**config.mk**
```make
export PLATFORM = sky130hd
export DESIGN_NAME = fp_normalize_pipe_flat
export DESIGN_NICKNAME = d
export VERILOG_FILES = /design/src/rtl/fp_normalize_pipe_if.sv /design/src/rtl/fp_normalize_pipe.sv /design/src/flat_wrapper.sv
export SDC_FILE = /design/constraint.sdc
export NUM_CORES = 1
export LEC_CHECK = 0
export CORE_MARGIN = 8
export CORE_UTILIZATION = 39
export CTS_CLUSTER_DIAMETER = 80
export CTS_CLUSTER_SIZE = 20
export DETAILED_ROUTE_END_ITERATION = 8
export PLACE_DENSITY = 0.63
export SKIP_CTS_REPAIR_TIMING = 1
export SLEW_MARGIN = 0
export SYNTH_ARGS = -nofsm -noshare
export SYNTH_HDL_FRONTEND = slang
export SYNTH_SLANG_ARGS = --single-unit
```
**constraint.sdc**
```tcl
create_clock -name clk -period 5.1 [get_ports clk]
set_input_delay 0.51 -clock clk [delete_from_list [all_inputs] [get_ports clk]]
set_output_delay 0.51 -clock clk [all_outputs]
set_load 0.03 [all_outputs]
```
**src/rtl/fp_normalize_pipe_if.sv**
```systemverilog
// Handshake and payload bundle for fp_normalize_pipe.
// slave = the normaliser, master = the upstream/downstream environment.
interface fp_normalize_pipe_if #(
  parameter int unsigned EXP_WIDTH   = 8,
  parameter int unsigned SIG_WIDTH   = 23,
  parameter int unsigned ADDER_WIDTH = SIG_WIDTH + 2
);
  logic                   in_valid;
  logic                   in_ready;
  logic [ADDER_WIDTH-1:0] add_sub_result;
  logic [EXP_WIDTH-1:0]   larger_exponent;
  logic [EXP_WIDTH-1:0]   exp_input_01;
  logic [EXP_WIDTH-1:0]   exp_input_02;
  logic [SIG_WIDTH-1:0]   significand_input_01;
  logic [SIG_WIDTH-1:0]   significand_input_02;
  logic                   is_factor_01_zero;
  logic                   is_factor_02_zero;
  logic                   is_add_sub_result_zero;
  logic                   out_valid;
  logic                   out_ready;
  logic [EXP_WIDTH-1:0]   add_output_exponent;
  logic [SIG_WIDTH-1:0]   add_output_significands;
  logic                   overflow;
  logic                   underflow;

  modport master (
    output in_valid, add_sub_result, larger_exponent, exp_input_01, exp_input_02,
           significand_input_01, significand_input_02, is_factor_01_zero,
           is_factor_02_zero, is_add_sub_result_zero, out_ready,
    input  in_ready, out_valid, add_output_exponent, add_output_significands,
           overflow, underflow
  );

  modport slave (
    input  in_valid, add_sub_result, larger_exponent, exp_input_01, exp_input_02,
           significand_input_01, significand_input_02, is_factor_01_zero,
           is_factor_02_zero, is_add_sub_result_zero, out_ready,
    output in_ready, out_valid, add_output_exponent, add_output_significands,
           overflow, underflow
  );
endinterface

```
**src/rtl/fp_normalize_pipe.sv**
```systemverilog
// Two-stage post-add/subtract normaliser with valid/ready flow control.
// Define FP_NORM_SATURATE_EN to saturate overflow to max finite instead of infinity.
module fp_normalize_pipe #(
  parameter int unsigned EXP_WIDTH   = 8,
  parameter int unsigned SIG_WIDTH   = 23,
  parameter int unsigned ADDER_WIDTH = SIG_WIDTH + 2
) (
  input logic                clk,
  input logic                rst_n,
  fp_normalize_pipe_if.slave bus
);
  localparam int unsigned LSH_WIDTH = $clog2(SIG_WIDTH + 1);
  localparam int unsigned IDX_WIDTH = $clog2(ADDER_WIDTH);
  localparam int unsigned EXT_WIDTH = EXP_WIDTH + 1;
  localparam logic [EXT_WIDTH-1:0] EXP_LIMIT = {1'b0, {EXP_WIDTH{1'b1}}};

  logic                   s1_adv_c, in_ready_c;
  logic [LSH_WIDTH-1:0]   lshift_c;

  logic                   s1_valid_q, s1_valid_d;
  logic [ADDER_WIDTH-1:0] sum_q, sum_d;
  logic [EXP_WIDTH-1:0]   lexp_q, lexp_d, exp1_q, exp1_d, exp2_q, exp2_d;
  logic [SIG_WIDTH-1:0]   sig1_q, sig1_d, sig2_q, sig2_d;
  logic                   z1_q, z1_d, z2_q, z2_d, zr_q, zr_d;
  logic [LSH_WIDTH-1:0]   lshift_q, lshift_d;

  logic                   s2_valid_q, s2_valid_d;
  logic [EXP_WIDTH-1:0]   out_exp_q, out_exp_d, res_exp_c;
  logic [SIG_WIDTH-1:0]   out_sig_q, out_sig_d, res_sig_c;
  logic                   ovf_q, ovf_d, res_ovf_c;
  logic                   unf_q, unf_d, res_unf_c;
  logic [EXT_WIDTH-1:0]   inc_exp_c;

  assign s1_adv_c   = !s2_valid_q || bus.out_ready;
  assign in_ready_c = !s1_valid_q || s1_adv_c;

  // Leading-one detect over the hidden-bit window; highest set bit wins.
  always_comb begin
    lshift_c = '0;
    for (int i = 0; i <= int'(SIG_WIDTH); i++) begin
      if (bus.add_sub_result[IDX_WIDTH'(i)]) lshift_c = LSH_WIDTH'(SIG_WIDTH - i);
    end
  end

  always_comb begin
    s1_valid_d = s1_valid_q;
    sum_d      = sum_q;
    lexp_d     = lexp_q;
    exp1_d     = exp1_q;
    exp2_d     = exp2_q;
    sig1_d     = sig1_q;
    sig2_d     = sig2_q;
    z1_d       = z1_q;
    z2_d       = z2_q;
    zr_d       = zr_q;
    lshift_d   = lshift_q;
    if (in_ready_c) s1_valid_d = bus.in_valid;
    if (in_ready_c && bus.in_valid) begin
      sum_d    = bus.add_sub_result;
      lexp_d   = bus.larger_exponent;
      exp1_d   = bus.exp_input_01;
      exp2_d   = bus.exp_input_02;
      sig1_d   = bus.significand_input_01;
      sig2_d   = bus.significand_input_02;
      z1_d     = bus.is_factor_01_zero;
      z2_d     = bus.is_factor_02_zero;
      zr_d     = bus.is_add_sub_result_zero;
      lshift_d = lshift_c;
    end
  end

  // Stage-2 result selection, first matching case wins.
  always_comb begin
    res_exp_c = '0;
    res_sig_c = '0;
    res_ovf_c = 1'b0;
    res_unf_c = 1'b0;
    inc_exp_c = {1'b0, lexp_q} + EXT_WIDTH'(1);
    if (z1_q) begin
      res_exp_c = exp2_q;
      res_sig_c = sig2_q;
    end else if (z2_q) begin
      res_exp_c = exp1_q;
      res_sig_c = sig1_q;
    end else if (zr_q || (sum_q == '0)) begin
      res_exp_c = '0;
    end else if (sum_q[ADDER_WIDTH-1]) begin
      if (inc_exp_c >= EXP_LIMIT) begin
        res_ovf_c = 1'b1;
`ifdef FP_NORM_SATURATE_EN
        res_exp_c = {{(EXP_WIDTH-1){1'b1}}, 1'b0};
        res_sig_c = '1;
`else
        res_exp_c = '1;
        res_sig_c = '0;
`endif
      end else begin
        res_exp_c = inc_exp_c[EXP_WIDTH-1:0];
        res_sig_c = sum_q[ADDER_WIDTH-2:1];
      end
    end else if (EXT_WIDTH'(lshift_q) >= {1'b0, lexp_q}) begin
      res_unf_c = 1'b1;
    end else begin
      res_exp_c = EXP_WIDTH'({1'b0, lexp_q} - EXT_WIDTH'(lshift_q));
      res_sig_c = SIG_WIDTH'(sum_q << lshift_q);
    end
  end

  always_comb begin
    s2_valid_d = s2_valid_q;
    out_exp_d  = out_exp_q;
    out_sig_d  = out_sig_q;
    ovf_d      = ovf_q;
    unf_d      = unf_q;
    if (s1_adv_c) begin
      s2_valid_d = s1_valid_q;
      if (s1_valid_q) begin
        out_exp_d = res_exp_c;
        out_sig_d = res_sig_c;
        ovf_d     = res_ovf_c;
        unf_d     = res_unf_c;
      end
    end
  end

  always_ff @(posedge clk or negedge rst_n) begin
    if (!rst_n) begin
      s1_valid_q <= 1'b0;
      sum_q      <= '0;
      lexp_q     <= '0;
      exp1_q     <= '0;
      exp2_q     <= '0;
      sig1_q     <= '0;
      sig2_q     <= '0;
      z1_q       <= 1'b0;
      z2_q       <= 1'b0;
      zr_q       <= 1'b0;
      lshift_q   <= '0;
      s2_valid_q <= 1'b0;
      out_exp_q  <= '0;
      out_sig_q  <= '0;
      ovf_q      <= 1'b0;
      unf_q      <= 1'b0;
    end else begin
      s1_valid_q <= s1_valid_d;
      sum_q      <= sum_d;
      lexp_q     <= lexp_d;
      exp1_q     <= exp1_d;
      exp2_q     <= exp2_d;
      sig1_q     <= sig1_d;
      sig2_q     <= sig2_d;
      z1_q       <= z1_d;
      z2_q       <= z2_d;
      zr_q       <= zr_d;
      lshift_q   <= lshift_d;
      s2_valid_q <= s2_valid_d;
      out_exp_q  <= out_exp_d;
      out_sig_q  <= out_sig_d;
      ovf_q      <= ovf_d;
      unf_q      <= unf_d;
    end
  end

  assign bus.in_ready                = in_ready_c;
  assign bus.out_valid               = s2_valid_q;
  assign bus.add_output_exponent     = out_exp_q;
  assign bus.add_output_significands = out_sig_q;
  assign bus.overflow                = ovf_q;
  assign bus.underflow               = unf_q;
endmodule

```
**src/flat_wrapper.sv**
```systemverilog
// flat-port wrapper written by rule: the top's interface ports become plain ports
module fp_normalize_pipe_flat 
#(
  parameter int unsigned EXP_WIDTH   = 8,
  parameter int unsigned SIG_WIDTH   = 23,
  parameter int unsigned ADDER_WIDTH = SIG_WIDTH + 2
)
  (clk, rst_n, bus_in_valid, bus_add_sub_result, bus_larger_exponent, bus_exp_input_01, bus_exp_input_02, bus_significand_input_01, bus_significand_input_02, bus_is_factor_01_zero, bus_is_factor_02_zero, bus_is_add_sub_result_zero, bus_out_ready, bus_in_ready, bus_out_valid, bus_add_output_exponent, bus_add_output_significands, bus_overflow, bus_underflow);
  fp_normalize_pipe_if #(.EXP_WIDTH(EXP_WIDTH), .SIG_WIDTH(SIG_WIDTH), .ADDER_WIDTH(ADDER_WIDTH)) bus_i ();
  input logic clk;
  input logic rst_n;
  input wire logic [$bits(bus_i.in_valid)-1:0] bus_in_valid;
  input wire logic [$bits(bus_i.add_sub_result)-1:0] bus_add_sub_result;
  input wire logic [$bits(bus_i.larger_exponent)-1:0] bus_larger_exponent;
  input wire logic [$bits(bus_i.exp_input_01)-1:0] bus_exp_input_01;
  input wire logic [$bits(bus_i.exp_input_02)-1:0] bus_exp_input_02;
  input wire logic [$bits(bus_i.significand_input_01)-1:0] bus_significand_input_01;
  input wire logic [$bits(bus_i.significand_input_02)-1:0] bus_significand_input_02;
  input wire logic [$bits(bus_i.is_factor_01_zero)-1:0] bus_is_factor_01_zero;
  input wire logic [$bits(bus_i.is_factor_02_zero)-1:0] bus_is_factor_02_zero;
  input wire logic [$bits(bus_i.is_add_sub_result_zero)-1:0] bus_is_add_sub_result_zero;
  input wire logic [$bits(bus_i.out_ready)-1:0] bus_out_ready;
  output wire logic [$bits(bus_i.in_ready)-1:0] bus_in_ready;
  output wire logic [$bits(bus_i.out_valid)-1:0] bus_out_valid;
  output wire logic [$bits(bus_i.add_output_exponent)-1:0] bus_add_output_exponent;
  output wire logic [$bits(bus_i.add_output_significands)-1:0] bus_add_output_significands;
  output wire logic [$bits(bus_i.overflow)-1:0] bus_overflow;
  output wire logic [$bits(bus_i.underflow)-1:0] bus_underflow;
  assign bus_i.in_valid = bus_in_valid;
  assign bus_i.add_sub_result = bus_add_sub_result;
  assign bus_i.larger_exponent = bus_larger_exponent;
  assign bus_i.exp_input_01 = bus_exp_input_01;
  assign bus_i.exp_input_02 = bus_exp_input_02;
  assign bus_i.significand_input_01 = bus_significand_input_01;
  assign bus_i.significand_input_02 = bus_significand_input_02;
  assign bus_i.is_factor_01_zero = bus_is_factor_01_zero;
  assign bus_i.is_factor_02_zero = bus_is_factor_02_zero;
  assign bus_i.is_add_sub_result_zero = bus_is_add_sub_result_zero;
  assign bus_i.out_ready = bus_out_ready;
  assign bus_in_ready = bus_i.in_ready;
  assign bus_out_valid = bus_i.out_valid;
  assign bus_add_output_exponent = bus_i.add_output_exponent;
  assign bus_add_output_significands = bus_i.add_output_significands;
  assign bus_overflow = bus_i.overflow;
  assign bus_underflow = bus_i.underflow;
  fp_normalize_pipe #(.EXP_WIDTH(EXP_WIDTH), .SIG_WIDTH(SIG_WIDTH), .ADDER_WIDTH(ADDER_WIDTH)) u_core (.clk(clk), .rst_n(rst_n), .bus(bus_i));
endmodule
```
==> metrics.md <==
| Metric | Value |
|---|---|
| Run status | `finished, final reports clean` |
| Worst-path maximum fanout | `17` |
| Peak VDD IR | `0.000227 V` |
| Die ar. | `25,800 sq um` |
| Starting Density | `39.2%` |
| Post-synthesis sequential area ratio | `42.4%` |
| DRT Wirelength | `26,800 microns` |
| Top-count cell post-synth | `nand2_1` |
| FILL cells | `1,988` |
| DRC viols | `0` |
| Yosys reg bits | `138` |
| Maxcap violations | `0` |
| Starting DRT DRC Count | `618` |
| Area taken by multi-input logic gates | `4350 sq um` |
| Slew Viols, Final | `0` |
| H-tree levels | `4` |
| Crit share post-route | `68.1%` |
| # setup viols final | `0` |
| Synth cell count leaders | `nand2_1, dfrtp_1, clkbuf_1` |
| # clock sinks | `138` |
| Nets@finish | `1,141` |
| Max_slew headroom | `27.9%` |
| Post-synthesis cell area | `8140 sq um` |
| CP Capture Type | `flop` |
| CTS buffer count | `17` |
| Distinct cells, synth | `70` |
| Ant. Diodes | `0` |
| Root buffer selected by CTS | `clkbuf_16` |
| Worst skew pair latency | `440 ps` |
| Pre-CTS WS | `1710 ps` |
| Vias in the first global route | `7,565` |
| Post-synth EDFFs | `0` |
| Unrepaired setup endpoints after global routing | `false` |
| Most used DFF post-synth | `dfrtp_1` |
| Share of layout cells above drive strength 1 | `9.67%` |
| Tot GR Track Use | `20.9%` |
| Ys async rst share | `100%` |
| Via Count | `7,491` |
| Reg area | `3450 sq um` |
| Congestion Overflow GR | `0` |
| Die X-Extent | `161 microns` |
| Reg clk slew, reported paths | `70 ps` |
| PnR Total Power | `3.90 mW` |
| Initial antenna violation count | `0` |
| Global-route wire length before repair | `43,000 microns` |
| Arrival time worst endpoint | `3830 ps` |
| Die Y | `161 microns` |
| Synth top area share | `42.4%` |
| Wire per inst | `20.3 microns` |
| Synth-to-Final Area Change | `25.3%` |
| Post-Syn Nets | `1,049` |
| Worst hold path class | `input port to asynchronous set/reset pin` |
| Final period demand of the worst path | `3470 ps` |
| Cell Pwr Density | `382 nW/um^2` |
| R2R Setup Slk | `1630 ps` |
| Final ANT Viol Nets | `0` |
| DR vias/cell | `5.68` |
| Synth area leaders | `dfrtp_1, nand2_1, mux4_2` |
| I/O pins | `137` |
| First-pass DRT Iterations | `5` |
| Clock Tree Buf Depth | `2` |
| Leak | `4.44 nW` |
| Warnings from Yosys | `0` |
| Critical path startpoint category | `flop` |
| Capture point of the worst reg-to-reg path | `u_core.bus.add_output_significands[6]$_DFFE_PN0P_` |
| CP Class | `flop to flop` |
| Worst-Margin Slew | `1080 ps` |
| Final WS setup | `1630 ps` |
| DP Wirelength | `19,000 microns` |
| Reg-to-Reg Start | `u_core.lshift_q[3]$_DFFE_PN0P_` |
| Final Hold Slack | `151 ps` |
| Fmax | `0.288 GHz` |
| Reg2Reg Depth | `8` |
| Required time of the critical path | `5450 ps` |
| Cell taking the most area after synthesis | `dfrtp_1` |
| FP Rows | `53` |
| Final Skew | `14.9 ps` |
| Final hold viol count | `0` |
| Setup TNS | `0 ps` |
| Core Area | `20,800 sq um` |
| Post-Syn Area per Cell | `8.67 sq um` |
| CTS tree | `done` |
| I/O Buffers | `136` |
| GPL Wtd Cong | `0.947` |
| Pin count of the biggest net entering global routing | `98` |
| Synth Instances | `939` |
[registers in the layout (all words and copies together) (netlist names)]
| signal | count |
|---|---|
| u_core.exp2_q | 8 |
| u_core.bus.overflow | 1 |
| u_core.exp1_q | 8 |
| u_core.bus.add_output_significands | 23 |
| u_core.sig1_q | 23 |
| u_core.z2_q | 1 |
| u_core.s1_valid_q | 1 |
| u_core.sum_q | 25 |
| u_core.bus.underflow | 1 |
| u_core.lshift_q | 5 |
| u_core.bus.add_output_exponent | 8 |
| u_core.bus.out_valid | 1 |
| u_core.sig2_q | 23 |
| u_core.z1_q | 1 |
| u_core.zr_q | 1 |
| u_core.lexp_q | 8 |
[stage by stage]
stage / util (%) / instances / area [sq um]
floorplan: - / 939 / 8140
global placement: 46.4 / 1287 / 9630
detailed placement: 46.4 / 1287 / 9630
CTS: 49.2 / 1319 / 10200
global route: 49.2 / 1319 / 10200
finish: 49.2 / 1319 / 10200
[worst max-delay path: stages (launching register included)]
cell      delay, ps
dfrtp_1         700
clkinv_1        460
ha_1            480
o21ai_0         150
o211a_1         260
nor3_2          630
and3_1          400
a221oi_1        120
a21oi_1         190
[placed cells by master, fill, tap and decap left out, types with 7 or more instances in the layout]
cell,netlist,layout
nand2_1,317,316
dfrtp_1,138,138
clkdlybuf4s50_1,0,135
o21ai_0,56,56
nor2_1,48,48
a21oi_1,35,35
mux4_2,28,28
mux2i_1,19,19
clkbuf_16,0,17
or3_1,16,16
mux2_2,13,13
inv_1,12,12
a221oi_1,12,12
nand2b_1,11,11
buf_4,1,10
nor3_1,9,9
nand3_1,9,9
nor4_1,8,8
a221o_1,8,8
nor2b_1,7,7
a22oi_1,7,7
o22ai_1,7,7
ha_1,7,7
clkinvlp_4,0,7
[power by group]
| group | total [mW] | internal (mW) | leakage (nW) | switching, mW |
|---|---|---|---|---|
| logic | 1.19 | 0.525 | 2.51 | 0.663 |
| clock network | 1.21 | 0.698 | 0.260 | 0.514 |
| registers | 1.50 | 1.27 | 1.67 | 0.232 |
[how the worst max path moves through the flow]
| stage | cells after the start | from | endpoint |
|---|---|---|---|
| after floorplan | 12 | u_core.lshift_q[1]$_DFFE_PN0P_ | u_core.bus.add_output_significands[1]$_DFFE_PN0P_ |
| after global placement | 8 | u_core.lshift_q[3]$_DFFE_PN0P_ | u_core.bus.add_output_significands[1]$_DFFE_PN0P_ |
| after detailed placement | 8 | u_core.lshift_q[3]$_DFFE_PN0P_ | u_core.bus.add_output_significands[6]$_DFFE_PN0P_ |
| after CTS | 8 | u_core.lshift_q[3]$_DFFE_PN0P_ | u_core.bus.add_output_significands[6]$_DFFE_PN0P_ |
| after global routing | 8 | u_core.lshift_q[3]$_DFFE_PN0P_ | u_core.bus.add_output_significands[15]$_DFFE_PN0P_ |
| final | 8 | u_core.lshift_q[3]$_DFFE_PN0P_ | u_core.bus.add_output_significands[6]$_DFFE_PN0P_ |
[cell type report]
type / instances / area share [%]
multi-input combinational: 714 / 42.6
sequential: 138 / 33.8
timing repair buffer: 146 / 14.1
clock buffer: 19 / 4.44
tap: 275 / 3.37
clock inverter: 13 / 1.16
inverter: 14 / 0.515
[per-layer routing]
layer  GRT usage, %  wire [microns]  vias to the layer above
li1               -               -                     3476
met1           27.3           11300                     3584
met2           32.6           12400                      360
met3           4.66            2200                       71
met4           9.56             913                        0
met5              0               0                        -
[cell families after synthesis]
kind of cell	synth area share (%)
AO/OA/AOI/OAI	16.3
flip-flops	42.4
multiplexers	11.9
adder cells (fa/ha/maj)	1.32
buffers and inverters	4.35
AND/OR/NAND/NOR	23.3
XOR/XNOR	0.430
No activity file was read; power rests on OpenSTA's default activity.
